`src/rtl/scm_ctrl_master.sv`:
```
// Control-path initiator: turns host register requests into 134-bit scm control words
// and collects read responses. Define SCM_CTRL_TIMEOUT_EN to enable the read-response timeout.
module scm_ctrl_master #(
   parameter logic [15:0] MODULE_ID   = 16'h8007,
   parameter int unsigned TIMEOUT_CYC = 1024,
   parameter logic [5:0]  WORD_HDR    = 6'b010000
) (
   input  logic         clk,
   input  logic         rst_n,
   input  logic         req_valid,
   input  logic         req_write,
   input  logic [31:0]  req_addr,
   input  logic [63:0]  req_wdata,
   output logic         req_ready,
   output logic         rsp_valid,
   output logic [63:0]  rsp_rdata,
   output logic         rsp_err,
   output logic [133:0] out_ctrl_data,
   output logic         out_ctrl_data_wr,
   input  logic         in_ctrl_ready,
   input  logic [133:0] in_ctrl_data,
   input  logic         in_ctrl_data_wr,
   output logic         out_ctrl_ready,
   output logic [15:0]  drop_cnt
);

   localparam logic [3:0] CMD_WR  = 4'hA;
   localparam logic [3:0] CMD_RD  = 4'h9;
   localparam logic [3:0] CMD_RSP = 4'hB;

   typedef enum logic [1:0] {IDLE_S, SEND_S, WAIT_S, DONE_S} state_t;

   state_t        state, state_next;
   logic          cap_write;
   logic [31:0]   cap_addr;
   logic [63:0]   cap_wdata;
   logic          req_accept, rsp_accept, rsp_match, rsp_drop, timeout_hit;
   logic          wr_next, err_next;
   logic [63:0]   rdata_next;
   logic          unused_bits;

   function automatic logic [15:0] sat_inc16(input logic [15:0] v);
      return (v == 16'hFFFF) ? v : v + 16'd1;
   endfunction

   assign out_ctrl_ready = 1'b1;
   assign rsp_valid      = (state == DONE_S);
   assign req_accept     = req_valid & req_ready;
   assign rsp_accept     = in_ctrl_data_wr & out_ctrl_ready;
   assign rsp_match      = rsp_accept &&
                           (in_ctrl_data[127:124] == CMD_RSP) &&
                           (in_ctrl_data[111:96] == MODULE_ID) &&
                           (in_ctrl_data[95:64] == cap_addr);
   // Only a match while waiting is consumed; every other accepted word is dropped.
   assign rsp_drop       = rsp_accept && !((state == WAIT_S) && rsp_match);

`ifdef SCM_CTRL_TIMEOUT_EN
   logic [15:0] wait_cnt;

   always_ff @(posedge clk or negedge rst_n) begin
      if (!rst_n)                wait_cnt <= 16'd0;
      else if (state != WAIT_S)  wait_cnt <= 16'd0;
      else                       wait_cnt <= wait_cnt + 16'd1;
   end

   assign timeout_hit = (state == WAIT_S) && (wait_cnt == 16'(TIMEOUT_CYC - 1));
   assign unused_bits = ^{in_ctrl_data[133:128], in_ctrl_data[123:112]};
`else
   assign timeout_hit = 1'b0;
   assign unused_bits = ^{in_ctrl_data[133:128], in_ctrl_data[123:112], 16'(TIMEOUT_CYC)};
`endif

   always_comb begin
      state_next = state;
      wr_next    = 1'b0;
      err_next   = 1'b0;
      rdata_next = rsp_rdata;
      case (state)
         IDLE_S: if (req_accept) state_next = SEND_S;
         SEND_S: begin
            // The word is registered: leave once its pulse is actually on the bus.
            if (out_ctrl_data_wr) begin
               state_next = cap_write ? DONE_S : WAIT_S;
               if (cap_write) rdata_next = 64'd0;
            end else if (in_ctrl_ready) begin
               wr_next = 1'b1;
            end
         end
         WAIT_S: begin
            if (rsp_match) begin
               state_next = DONE_S;
               rdata_next = in_ctrl_data[63:0];
            end else if (timeout_hit) begin
               state_next = DONE_S;
               err_next   = 1'b1;
               rdata_next = 64'd0;
            end
         end
         DONE_S:  state_next = IDLE_S;
         default: state_next = IDLE_S;
      endcase
   end

   always_ff @(posedge clk or negedge rst_n) begin
      if (!rst_n) begin
         state            <= IDLE_S;
         req_ready        <= 1'b1;
         rsp_err          <= 1'b0;
         rsp_rdata        <= 64'd0;
         out_ctrl_data_wr <= 1'b0;
         out_ctrl_data    <= '0;
         drop_cnt         <= 16'd0;
         cap_write        <= 1'b0;
         cap_addr         <= 32'd0;
         cap_wdata        <= 64'd0;
      end else begin
         state            <= state_next;
         rsp_err          <= err_next;
         rsp_rdata        <= rdata_next;
         out_ctrl_data_wr <= wr_next;
         if (req_accept)             req_ready <= 1'b0;
         else if (state == DONE_S)   req_ready <= 1'b1;
         if (req_accept) begin
            cap_write <= req_write;
            cap_addr  <= req_addr;
            cap_wdata <= req_wdata;
         end
         if (wr_next)
            out_ctrl_data <= {WORD_HDR, cap_write ? CMD_WR : CMD_RD, 12'h000, MODULE_ID,
                              cap_addr, cap_write ? cap_wdata : 64'd0};
         if (rsp_drop) drop_cnt <= sat_inc16(drop_cnt);
      end
   end

endmodule

```
`config.mk`:
```
export PLATFORM = sky130hd
export DESIGN_NAME = scm_ctrl_master
export DESIGN_NICKNAME = d
export VERILOG_FILES = /design/src/rtl/scm_ctrl_master.sv
export SDC_FILE = /design/constraint.sdc
export NUM_CORES = 1
export LEC_CHECK = 0
export ABC_AREA = 1
export BUFFER_PORTS_ARGS = -buffer_cell sky130_fd_sc_hd__buf_4
export CORE_AREA = 2 2 176 178
export DETAILED_ROUTE_END_ITERATION = 10
export DIE_AREA = 0 0 178 180
export PLACE_DENSITY = 0.69
export REMOVE_ABC_BUFFERS = 1
export SYNTH_ARGS = -nofsm -noshare
export SYNTH_HDL_FRONTEND = slang
export SYNTH_SLANG_ARGS = --single-unit
```
`constraint.sdc`:
```
create_clock -name clk -period 1.94 [get_ports clk]
set_input_delay 0.291 -clock clk [delete_from_list [all_inputs] [get_ports clk]]
set_output_delay 0.291 -clock clk [all_outputs]
set_load 0.02 [all_outputs]
```
* Word level (Yosys, flattened, before mapping)
Index checks and enable logic that the tools add are counted.
Operators by class: equal/unequal tests 11, reductions and logical operators 12, multiplexer cells 16, bitwise gates (word level) 2, add/sub/neg operators 1
Operators with widths (number):
- $mux 64 | 4
- $pmux 64 s2 | 1
- $eq 16x16->1 const B | 2
- $eq 32x32->1 | 1
- $add 16x1->16 const B | 1
- $mux 2 | 4
- $ne 2x2->1 const B | 4
- $pmux 2 s4 | 1
- $mux 1 | 6
- $logic_and 1x1->1 | 5
- $eq 2x2->1 const B | 2
- $eq 4x4->1 const B | 1
- $reduce_and 4->1 | 1
- $reduce_bool 2->1 | 2
- $reduce_and 3->1 | 1
- $eq 2x1->1 const B | 1
- $logic_not 2->1 | 1
- $reduce_and 2->1 | 1
- $and 1x1->1 | 1
- $logic_not 1->1 | 1
- $not 1->1 | 1
Word-level totals: output and inout port bits 219, logic and storage cells 51, bits in registers 286, input port bits 236

* Logic depth before layout (Yosys ltp)
Gate-level depths: netlist of the first run.
depth after elaboration 8, depth in mapped cells 14, gate-level depth less buffers 13

* Worst setup path before layout of the first run
No wires, ideal clock.
kind register -> register, start point register drop_cnt[0], end point register drop_cnt[7], data required time 1822 ps, clock period less this slack 1802 ps, arrival time 1684 ps, stages on the path, launching flop included 10, path slack 138 ps, cell sequence dfrtp_1 ha_1 nand2_2 nor3_4 nand2_2 nor2_4 nand2_2 buf_2 nand4_1 nand2_1
Between the ends: longest elaborated chain between the ends 3, elaborated cells on any way between the ends 4
Ends and longest elaborated chain:
- start, declared | RTL line 24 | output logic [15:0] drop_cnt
- start signal, assigned | RTL line 131 | if (rsp_drop) drop_cnt <= sat_inc16(drop_cnt);
- branches (longest 3 deep; another with $add 16x1->16)
Several ways; the timed one is not identified. A chain may end at the register's enable or synchronous reset.

* Worst setup path in the final report of the first run
start point register cap_addr[30], end point register drop_cnt[10]
Between the ends: longest elaborated chain between the ends 6
Ends and longest elaborated chain:
- start, declared | RTL line 35 | logic [31:0] cap_addr;
- start signal, assigned | RTL line 125 | cap_addr <= req_addr;
- $eq 32x32->1 | RTL line 53 | (in_ctrl_data[95:64] == cap_addr);
- $logic_and 1x1->1 | RTL line 52 | (in_ctrl_data[111:96] == MODULE_ID) &&
- $logic_and 1x1->1 | RTL line 55 | assign rsp_drop = rsp_accept && !((state == WAIT_S) && rsp_match);
- $logic_not 1->1 | RTL line 55
- $logic_and 1x1->1 | RTL line 55
- $reduce_and 2->1 (no source line)
No other way between the ends.

==> reports/results.txt, run 1 <==
R2R cell count: 10
R2r setup slk: 70 ps
Syn Inst Count: 1492
Core area: 30200 um^2
# IOs: 455
Reg2reg end: drop_cnt[10]
Synth async-reset ratio: 1.00
First-pass GRT wire length: 64900 um
Sw power: 9.55 mW
Cts bufs inserted: 30
Maximum clock frequency: 0.533 GHz
Synth area leader: dfrtp_1
Port Buffers: 404
Layout cells sized above 1: 0.272
Final wirelength: 42400 um
Gpl congestion: 0.861
Root Driver: clkbuf_16
Largest net degree at the start of global routing: 98
Initial antenna violation count: 2
Die Ht: 180 um
Vias in the first global route: 12000
RR Startpoint: cap_addr[30]
Max FO, Critical Path: 8
CTS tree: built
Fraction of the yosys area taken by sequential cells: 0.560
Most used DFF post-synth: dfrtp_1
Setup Skew: 14.4 ps
Antenna viol nets, final: 0
Seq cells post-synth: 280
Tot Pwr: 24.8 mW
Worst min path class: input pin to register
First-iteration detailed-routing DRC count: 915
Area Overhead vs Synth: 52.0%
Sequential power share: 0.364
Synth top area cells: dfrtp_1 (56%), nand2_1 (20%), o21ai_0 (5.4%)
Period minus WS final: 1870 ps
Non-Filler Instances: 2476
Post-Syn Area: 12500 um^2
Max_slew headroom: 0.662
Hold_ws: 163 ps
Required @ worst endpoint: 2430 ps
Number of synthesized flops with an enable pin: 0
Power Density: 1300 nW/um^2
DRC errors left: 0
Yosys warning count: 0
Critical Path Source Type: register
Status: finished, final reports clean
CP endpoint: drop_cnt[10]
Tightest Pin Transition: 507 ps
Die X-Extent: 178 um
Setup_tns: 0 ps
Layout Utilization: 0.630
Post-synth top area share: 0.558
Grt total ovfl: 0
RSZ-0062 raised after global routing: yes
Peak supply drop: 0.00102 V
Worst-Skew Late Latency: 550 ps
Nets: 2299
Die ar.: 32000 um^2
Unique masters post-synth: 37
Fin. Hold Viols: 0
Placed instance area: 16000 um^2
Critical path endpoint category: register
CTS clk-pin slew, worst paths: 60 ps
Design area: 19000 um^2
Via count: 12300
CTS max path bufs: 3
Crit share post-route: 0.966
Clock Sink Count: 280
Worst Setup SP: cap_addr[30]
Sw frac: 0.386
Clock power frac: 0.241
Global-route usage over all layers: 0.253
Pre-CTS WS: -174 ps
Synthesized area per cell: 8.38 um^2
Starting density of the core: 0.414
Final setup violation count: 0
Combinational fraction of design power: 0.394
Post-route worst setup slack: 65.3 ps
Pins over their slew limit: 0
Detailed Place HPWL: 26200 um
First-pass detailed-route iteration total: 5
Via/cell ratio: 4.96
Routed wire per std cell: 17.1 um
Critical path type: register to register
H-tree levels: 1
Placed Cells: 2244
Leakage power: 10.0 nW
Internal power: 15.2 mW
Max-cap viol count: 0
WP data arrival: 2360 ps
Row count: 64
-- metal layers --
| layer | vias to the layer above | part of all wire | wire length (um) | track usage |
|---|---|---|---|---|
| met1 | 5804 | 0.40 | 16800 | 0.315 |
| li1 | 5788 | - | - | - |
| met5 | - | 0 | 0 | 0 |
| met3 | 129 | 0.088 | 3750 | 0.0755 |
| met4 | 0 | 0.043 | 1820 | 0.107 |
| met2 | 553 | 0.47 | 20100 | 0.407 |
-- cell usage in the layout, fill, tap and decap left out, drive strengths merged, types with 4 or more instances in the layout --
| cell | Yosys | final |
|---|---|---|
| ha | 5 | 5 |
| nand4 | 86 | 86 |
| nor3 | 8 | 8 |
| dlygate4sd3 | 0 | 162 |
| inv | 84 | 84 |
| xnor2 | 15 | 15 |
| xor2 | 9 | 9 |
| clkinv | 0 | 7 |
| buf | 64 | 453 |
| clkbuf | 53 | 46 |
| o21ai | 136 | 136 |
| nand3 | 18 | 19 |
| bufinv | 0 | 4 |
| conb | 2 | 32 |
| dfrtp | 279 | 279 |
| nor2 | 56 | 56 |
| nand2 | 662 | 662 |
-- registers in the layout, indices dropped and copies added (netlist names) --
register and cells:
cap_addr 32, req_ready 1, rsp_rdata 64, cap_write 1
state 2, drop_cnt 16, out_ctrl_data 99, out_ctrl_data_wr 1
cap_wdata 64
-- cell families (layout without fill, tap and decap cells) --
| group | Yosys count | count (layout) | share of synthesized area |
|---|---|---|---|
| AND/OR/NAND/NOR | 838 | 839 | 0.279 |
| other | 2 | 34 | 0.000601 |
| XOR/XNOR | 24 | 24 | 0.0168 |
| buffers and inverters | 201 | 756 | 0.0796 |
| AO/OA/AOI/OAI | 142 | 142 | 0.0582 |
| flip-flops | 280 | 280 | 0.560 |
| adder cells (fa/ha/maj) | 5 | 5 | 0.00500 |
-- power by group through the flow --
stage | sequential (mW) | clock [mW] | combinational (mW)
floorplan | 10.1 | 0 | 3.71
global placement | 8.98 | 0 | 8.93
detailed placement | 9.03 | 0 | 9.12
CTS | 8.99 | 6.09 | 9.47
global route | 9.27 | 6.32 | 10.7
finish | 9.02 | 5.98 | 9.76
-- worst max-delay path, stage by stage, from the launching register on --
cell and delay [ps]:
dfrtp_1 410, xor2_1 180, nor2_2 150, nand4_1 180, nor2_2 190, buf_4 140, nand3_4 120, buf_12 190
nand3_4 120, nand2_1 70, nand2_1 70
-- layout make-up --
cell class	count	area, um^2
tap	396	495
sequential	280	7010
clock buffer	41	863
timing repair buffer	620	5380
fill	2364	11200
inverter	84	318
multi-input combinational	1042	4780
antenna	2	5.00
clock inverter	11	163
-- synth_stat cells, types with 2 or more instances --
| master | n |
|---|---|
| nand2_2 | 6 |
| buf_4 | 43 |
| nor2_4 | 2 |
| inv_2 | 3 |
| conb_1 | 2 |
| o21ai_0 | 136 |
| nand2_1 | 655 |
| clkbuf_1 | 50 |
| xor2_1 | 9 |
| nor2_1 | 53 |
| clkbuf_8 | 3 |
| buf_6 | 5 |
| or2_2 | 2 |
| o211ai_1 | 2 |
| o22ai_1 | 2 |
| xnor2_1 | 15 |
| buf_2 | 9 |
| nor3_1 | 7 |
| inv_1 | 81 |
| and2_1 | 2 |
| nand3b_1 | 2 |
| dfrtp_1 | 279 |
| nand3_1 | 16 |
| nand4_1 | 85 |
| buf_1 | 7 |
| ha_1 | 5 |
-- repair_timing --
action,in CTS,in global routing
pin swaps,3,25
hold buffers,162,0
cloned,1,6
setup buffers,0,10
setup endpoints to repair,84,86
hold endpoints to repair,201,0
gates resized for setup,9,38
-- how the worst min path moves through the flow --
stage	from	endpoint	cells past startpoint
floorplan	rst_n	cap_addr[0]	0
global placement	rst_n	out_ctrl_data[0]	1
detailed placement	rst_n	out_ctrl_data[0]	1
CTS	in_ctrl_ready	out_ctrl_data_wr	3
global route	in_ctrl_ready	out_ctrl_data_wr	3
finish	in_ctrl_ready	out_ctrl_data_wr	3
No activity file was read; power rests on OpenSTA's default activity.
==> run 2: changes to the inputs <==
--- a/config.mk
+++ b/config.mk
@@ -7,11 +7,12 @@
 export LEC_CHECK = 0
 export ABC_AREA = 1
 export BUFFER_PORTS_ARGS = -buffer_cell sky130_fd_sc_hd__buf_4
-export CORE_AREA = 2 2 176 178
+export CORE_AREA = 8 8 172 174
 export DETAILED_ROUTE_END_ITERATION = 10
-export DIE_AREA = 0 0 178 180
-export PLACE_DENSITY = 0.69
+export DIE_AREA = 0 0 180 182
+export PLACE_DENSITY = 0.76
 export REMOVE_ABC_BUFFERS = 1
 export SYNTH_ARGS = -nofsm -noshare
 export SYNTH_HDL_FRONTEND = slang
 export SYNTH_SLANG_ARGS = --single-unit
+export TNS_END_PERCENT = 10
==> reports/results.txt, run 2 (synthesized netlist as in run 1, its figures left out) <==
Die X-Extent: 180 um (+1.1%)
Clock power frac: 0.238 (-0.003)
Internal power: 15.7 mW (+3.0%)
Layout fillers: 1796 (-24%)
Hold_ws: 13.9 ps (-149 ps)
Core area: 26700 um^2 (-12%)
Antenna viol nets, final: 0 (unchanged)
Most used cell, CP: nand2_1
Placed Cells: 2188 (-2.5%)
Post-route worst setup slack: -54.5 ps (-120 ps)
Sw frac: 0.389 (+0.00362)
Clock Sink Count: 280 (unchanged)
Sw power: 9.99 mW (+4.6%)
Worst-Skew Late Latency: 550 ps (about the same)
H-tree levels: 1 (unchanged)
Crit share post-route: 1.03 (+0.0618)
Top Registers: out_ctrl_data (99), cap_wdata (64), rsp_rdata (64)
CTS tree: built
Final wirelength: 47200 um (+11%)
Max_slew headroom: 0.497 (-0.165)
Cts bufs inserted: 30 (unchanged)
Most frequent cells in the layout: nand2_1 (624), buf_4 (430), dfrtp_1 (278), dlygate4sd3_1 (154), o21ai_0 (135)
RSZ-0062 raised after global routing: yes
Routed wire per std cell: 19.6 um (+14%)
Critical path endpoint category: register
Global-route usage over all layers: 0.256 (+0.00303)
Placed instance area: 15900 um^2 (-0.63%)
First-pass detailed-route iteration total: 5 (unchanged)
Nets: 2293 (-0.26%)
Initial antenna violation count: 1 (-1)
Vias in the first global route: 12700 (+5.6%)
Starting density of the core: 0.469 (+0.0550)
Maximum clock frequency: 0.501 GHz (-6.0%)
Crit path max-delay family: simple AND/OR/NAND/NOR gates
First-pass GRT wire length: 68700 um (+5.9%)
Largest net degree at the start of global routing: 129 (+32%)
Die ar.: 32800 um^2 (+2.2%)
CTS max path bufs: 3 (unchanged)
Final setup violation count: 21 (+21)
Row count: 60 (-6.3%)
Port Buffers: 404 (unchanged)
Max-cap viol count: 0 (unchanged)
Worst min path class: input pin to register
Leakage power: 10.0 nW (+0.22%)
Failing checks: negative setup slack
Tot Pwr: 25.6 mW (+3.6%)
Peak supply drop: 0.000932 V (-8.8%)
CTS clk-pin slew, worst paths: 60 ps (about the same)
Combinational fraction of design power: 0.408 (+0.014)
CP Cell Sequence: inv_1 -> nand2_1 -> nand2_1 -> nor2_1 -> nand2_1 -> nor2_1 -> nand2_1 -> nor2_4 -> nand2_2 -> nand2_4 -> nand2_8 -> clkbuf_16 -> nand2_1 -> nand2_1
WP data arrival: 2410 ps (+50 ps)
Fin. Hold Viols: 0 (unchanged)
Detailed Place HPWL: 28300 um (+8.0%)
Number of flip-flops under the largest register name: 99 (unchanged)
First-iteration detailed-routing DRC count: 1227 (+34%)
Commonest non-fill, non-tap cell in the layout: nand2_1
Critical Path Source Type: register
# IOs: 455 (unchanged)
Via count: 12700 (+3.8%)
Worst path slowest cell: dfrtp_1
Power Density: 1350 nW/um^2 (+3.6%)
Tightest Pin Transition: 755 ps (+248 ps)
Required @ worst endpoint: 2350 ps (-80 ps)
Sequential power share: 0.354 (-0.010)
Crit path buf inv count: 2 (unchanged)
Gpl congestion: 0.897 (+4.2%)
Area Overhead vs Synth: 52.1% (about the same)
DRC errors left: 0 (unchanged)
Period minus WS final: 1990 ps (+120 ps)
Design area: 19000 um^2 (about the same)
Layout cells sized above 1: 0.278 (+0.00623)
Status: complete, but fails checks
Via/cell ratio: 5.28 (+6.5%)
Layout Utilization: 0.713 (+0.0838)
Pre-CTS WS: -173 ps (+0.722 ps)
Setup Skew: 9.64 ps (-4.77 ps)
Grt total ovfl: 0 (unchanged)
Critical path type: register to register
Max FO, Critical Path: 10 (+2)
Delay of the slowest cell on the worst path: 370 ps (-40 ps)
Die Ht: 182 um (+1.1%)
Non-Filler Instances: 2413 (-2.5%)
Setup_tns: -461 ps (-461 ps)
Top reg by flops: out_ctrl_data
Root Driver: clkbuf_16
Pins over their slew limit: 0 (unchanged)
## run 2: worst min-delay path, cell delays in order
cell	delay (ps)
buf_4	80
nand4_1	80
nand2_1	70
## run 2: cell type report
cell class	instances	area [um^2]	share of cell area
Multi-Input combinational cell	1043	4860	0.256
Sequential cell	280	7010	0.369
Clock buffer	41	873	0.0459
Timing Repair Buffer	613	5340	0.281
Tap cell	341	427	0.0224
Clock inverter	10	183	0.00961
Antenna cell	1	2.50	0.000132
Inverter	84	318	0.0167
## run 2: routing by layer
metal / up-vias / wire (um) / global-route usage
met4: 0 / 2400 / 0.0954
li1: 5777 / - / -
met1: 6076 / 17300 / 0.296
met3: 159 / 4390 / 0.0713
met5: - / 0 / 0
met2: 723 / 23100 / 0.448
## run 2: worst paths after layout
path	end	startpoint	cells past startpoint	slack (ps)
worst max-delay path	rsp_rdata[29]	cap_addr[17]	14	-50
worst min-delay path	rsp_rdata[49]	in_ctrl_data[49]	3	10
worst max register to register	rsp_rdata[29]	cap_addr[17]	14	-50
worst min register to register	cap_wdata[58]	cap_wdata[58]	2	480
max in group asynchronous	out_ctrl_data[26]	rst_n	3	950
min in group asynchronous	drop_cnt[15]	rst_n	2	300
## run 2: power by group through the flow
| stage | Clock, mW | Combinational [mW] | Sequential [mW] |
|---|---|---|---|
| after floorplan | 0 | 3.71 | 10.1 |
| after global placement | 0 | 8.88 | 9.00 |
| after detailed placement | 0 | 9.06 | 9.06 |
| after CTS | 6.19 | 9.39 | 9.02 |
| after global routing | 6.42 | 11.3 | 9.29 |
| final | 6.11 | 10.5 | 9.08 |
## run 2: repair_timing
item                                    in CTS  in global routing
setup buffers                                0                  8
pin swaps                                    1                 19
hold buffers                               154                  0
cloned                                       0                 12
resized for setup                            7                 55
endpoints found under the setup margin     165                164
hold endpoints to repair                   205                  0
==> run 3: changes to the inputs <==
--- a/config.mk
+++ b/config.mk
@@ -15,4 +15,4 @@
 export SYNTH_ARGS = -nofsm -noshare
 export SYNTH_HDL_FRONTEND = slang
 export SYNTH_SLANG_ARGS = --single-unit
-export TNS_END_PERCENT = 10
+export TNS_END_PERCENT = 100
==> reports/results.txt, run 3 (synthesized netlist as in run 1, its figures left out) <==
Starting density of the core: 0.469 (unchanged)
Routed wire per std cell: 20.0 um (+2.4%)
Clock Sink Count: 280 (unchanged)
Antenna viol nets, final: 0 (unchanged)
Vias in the first global route: 12700 (unchanged)
Final setup violation count: 78 (+270%)
CTS clk-pin slew, worst paths: 60 ps (about the same)
Via count: 12800 (+0.87%)
First-pass detailed-route iteration total: 7 (+2)
Area Overhead vs Synth: 52.4%
Status: complete, but fails checks
Core area: 26700 um^2 (unchanged)
Layout cells sized above 1: 0.280 (+0.00180)
Max-cap viol count: 0 (unchanged)
Commonest non-fill, non-tap cell in the layout: nand2_1
Placed instance area: 15900 um^2 (unchanged)
R2R cell count: 14 (unchanged)
WP data arrival: 2500 ps (+90 ps)
Final wirelength: 48300 um (+2.4%)
Busiest layer in global routing: met2
Pre-CTS WS: -173 ps (unchanged)
RR Startpoint: cap_addr[17]
Internal power: 15.7 mW (+0.15%)
Post-route worst setup slack: -126 ps (-71.2 ps)
CTS tree: built
Peak supply drop: 0.000927 V (-0.53%)
Max_slew headroom: 0.502 (+0.00483)
Crit path max-delay family: simple AND/OR/NAND/NOR gates
Most frequent cells in the layout: nand2_1 (620), buf_4 (430), dfrtp_1 (278), dlygate4sd3_1 (154), o21ai_0 (135)
Die ar.: 32800 um^2 (unchanged)
CP Cell Sequence: inv_1 -> nand2_1 -> nand2_1 -> nor2_1 -> nand2_1 -> nor2_1 -> nand2_1 -> nor2_4 -> nand2_2 -> nand2_4 -> nand2_4 -> buf_6 -> nand2_1 -> nand2_1
Multi-input logic area: 4890 um^2 (+0.62%)
Required @ worst endpoint: 2380 ps (+30 ps)
Worst path slowest cell: dfrtp_1
First-iteration detailed-routing DRC count: 1214 (-1.1%)
Maximum clock frequency: 0.484 GHz (-3.4%)
Critical Path Source Type: register
Worst-Skew Late Latency: 550 ps (about the same)
R2r setup slk: -130 ps (-70 ps)
Nets: 2294 (+0.044%)
Failing checks: negative setup slack
Worst min path class: input pin to register
Via/cell ratio: 5.32 (+0.83%)
Pins over their slew limit: 0 (unchanged)
Sw frac: 0.392 (+0.00261)
Die Ht: 182 um (unchanged)
Critical path endpoint category: register
# IOs: 455 (unchanged)
Most used cell, CP: nand2_1
Initial antenna violation count: 1 (unchanged)
CTS max path bufs: 3 (unchanged)
Layout fillers: 1789 (-0.39%)
Tightest Pin Transition: 748 ps (-7.24 ps)
Clock power frac: 0.239 (about the same)
Row count: 60 (unchanged)
Delay of the slowest cell on the worst path: 360 ps (about the same)
Port Buffers: 404 (unchanged)
H-tree levels: 1 (unchanged)
Top Registers: out_ctrl_data (99), cap_wdata (64), rsp_rdata (64)
Root Driver: clkbuf_16
Leakage power: 10.1 nW (+0.26%)
RSZ-0062 raised after global routing: yes
Top reg by flops: out_ctrl_data
Fin. Hold Viols: 0 (unchanged)
DRC errors left: 0 (unchanged)
Design area: 19100 um^2 (+0.24%)
Combinational fraction of design power: 0.409 (about the same)
Critical path type: register to register
Grt total ovfl: 0 (unchanged)
Cts bufs inserted: 30 (unchanged)
Die X-Extent: 180 um (unchanged)
Register area: 7010 um^2 (unchanged)
Setup Skew: 12.4 ps (+2.72 ps)
Power Density: 1350 nW/um^2 (+0.34%)
Global-route usage over all layers: 0.256 (unchanged)
First-pass GRT wire length: 68700 um (unchanged)
Worst hold stages: 4 (+1)
Number of flip-flops under the largest register name: 99 (unchanged)
Gpl congestion: 0.897 (unchanged)
Max FO, Critical Path: 9 (-1)
Met3 usage: 0.0713 (unchanged)
Sw power: 10.1 mW (+1.3%)
Period minus WS final: 2070 ps (+71.2 ps)
Detailed Place HPWL: 28300 um (unchanged)
Reg2reg end: rsp_rdata[15]
Hold Startpoint: req_valid
Hold Path Sink: req_ready
Crit share post-route: 1.06 (+0.0367)
Met1 global-route usage: 0.296 (unchanged)
GR Util met2: 0.448 (unchanged)
Largest net degree at the start of global routing: 129 (unchanged)
Sequential power share: 0.353 (about the same)
Crit path buf inv count: 2 (unchanged)
run 3: cell count changes in the layout (fill, tap and decap cells not counted):
| cell | change |
|---|---|
| nand2_1 | -4 |
| buf_6 | +1 |
| nor3b_2 | -1 |
| nand2_2 | -1 |
| buf_8 | -1 |
| nand2_4 | +5 |
| buf_12 | +1 |
| nor3b_1 | +1 |
run 3: power by group through the flow:
stage	sequential, mW	clock (mW)	combinational [mW]
after floorplan	10.1	0	3.71
after global placement	9.00	0	8.88
after detailed placement	9.06	0	9.06
after CTS	9.02	6.19	9.39
after global routing	9.30	6.47	11.4
final	9.09	6.15	10.5
run 3: through the flow:
| step | util | cells | power (mW) | hold WS [ps] | TNS, ps |
|---|---|---|---|---|---|
| final | 0.715 | 2414 | 25.8 | 31.3 | -2990 |
| after global routing | 0.715 | 2414 | 27.1 | 16.9 | -8880 |
| after CTS | 0.695 | 2393 | 24.6 | 0.389 | 0 |
| after detailed placement | 0.596 | 2188 | 18.1 | 299 | -10170 |
| after global placement | 0.596 | 2188 | 17.9 | 296 | -8160 |
| after floorplan | - | 1405 | 13.8 | -4.59 | -588400 |
run 3: final cells by class:
class | count | area share
Inverter | 84 | 0.0167
Multi-Input combinational cell | 1043 | 0.257
Timing Repair Buffer | 614 | 0.281
Clock inverter | 10 | 0.00959
Antenna cell | 1 | 0.000131
Tap cell | 341 | 0.0224
Clock buffer | 41 | 0.0458
Sequential cell | 280 | 0.368
run 3: how the worst max path moves through the flow:
stage,from,endpoint,slack [ps],depth (start not counted)
4_1_cts,cap_addr[30],drop_cnt[5],2,11
2_1_floorplan,state[0],rsp_rdata[0],-3140,7
3_3_place_gp,in_ctrl_data[126],drop_cnt[5],-140,13
6_report,cap_addr[17],rsp_rdata[15],-130,14
3_5_place_dp,in_ctrl_data[126],drop_cnt[5],-170,13
5_1_grt,cap_addr[17],rsp_rdata[15],-180,14
run 3: what timing repair did:
| item | CTS | global route |
|---|---|---|
| endpoints found under the hold margin | 205 | 0 |
| gates resized for setup | 7 | 64 |
| endpoints found under the setup margin | 165 | 164 |
| pin swaps | 1 | 20 |
| hold buffers | 154 | 0 |
| cloned | 0 | 13 |
| buffers inserted | 0 | 8 |
run 3: per-layer routing:
| layer | vias to the layer above | wire length (um) |
|---|---|---|
| met5 | - | 0 |
| met1 | 6122 | 17600 |
| met4 | 0 | 2580 |
| met3 | 174 | 4520 |
| li1 | 5778 | - |
| met2 | 772 | 23700 |
run 3: worst min-delay path: cells and delay by family:
family / cells / cell delay, ps
buffers and inverters: 2 / 180
and+or+nand+nor: 2 / 110
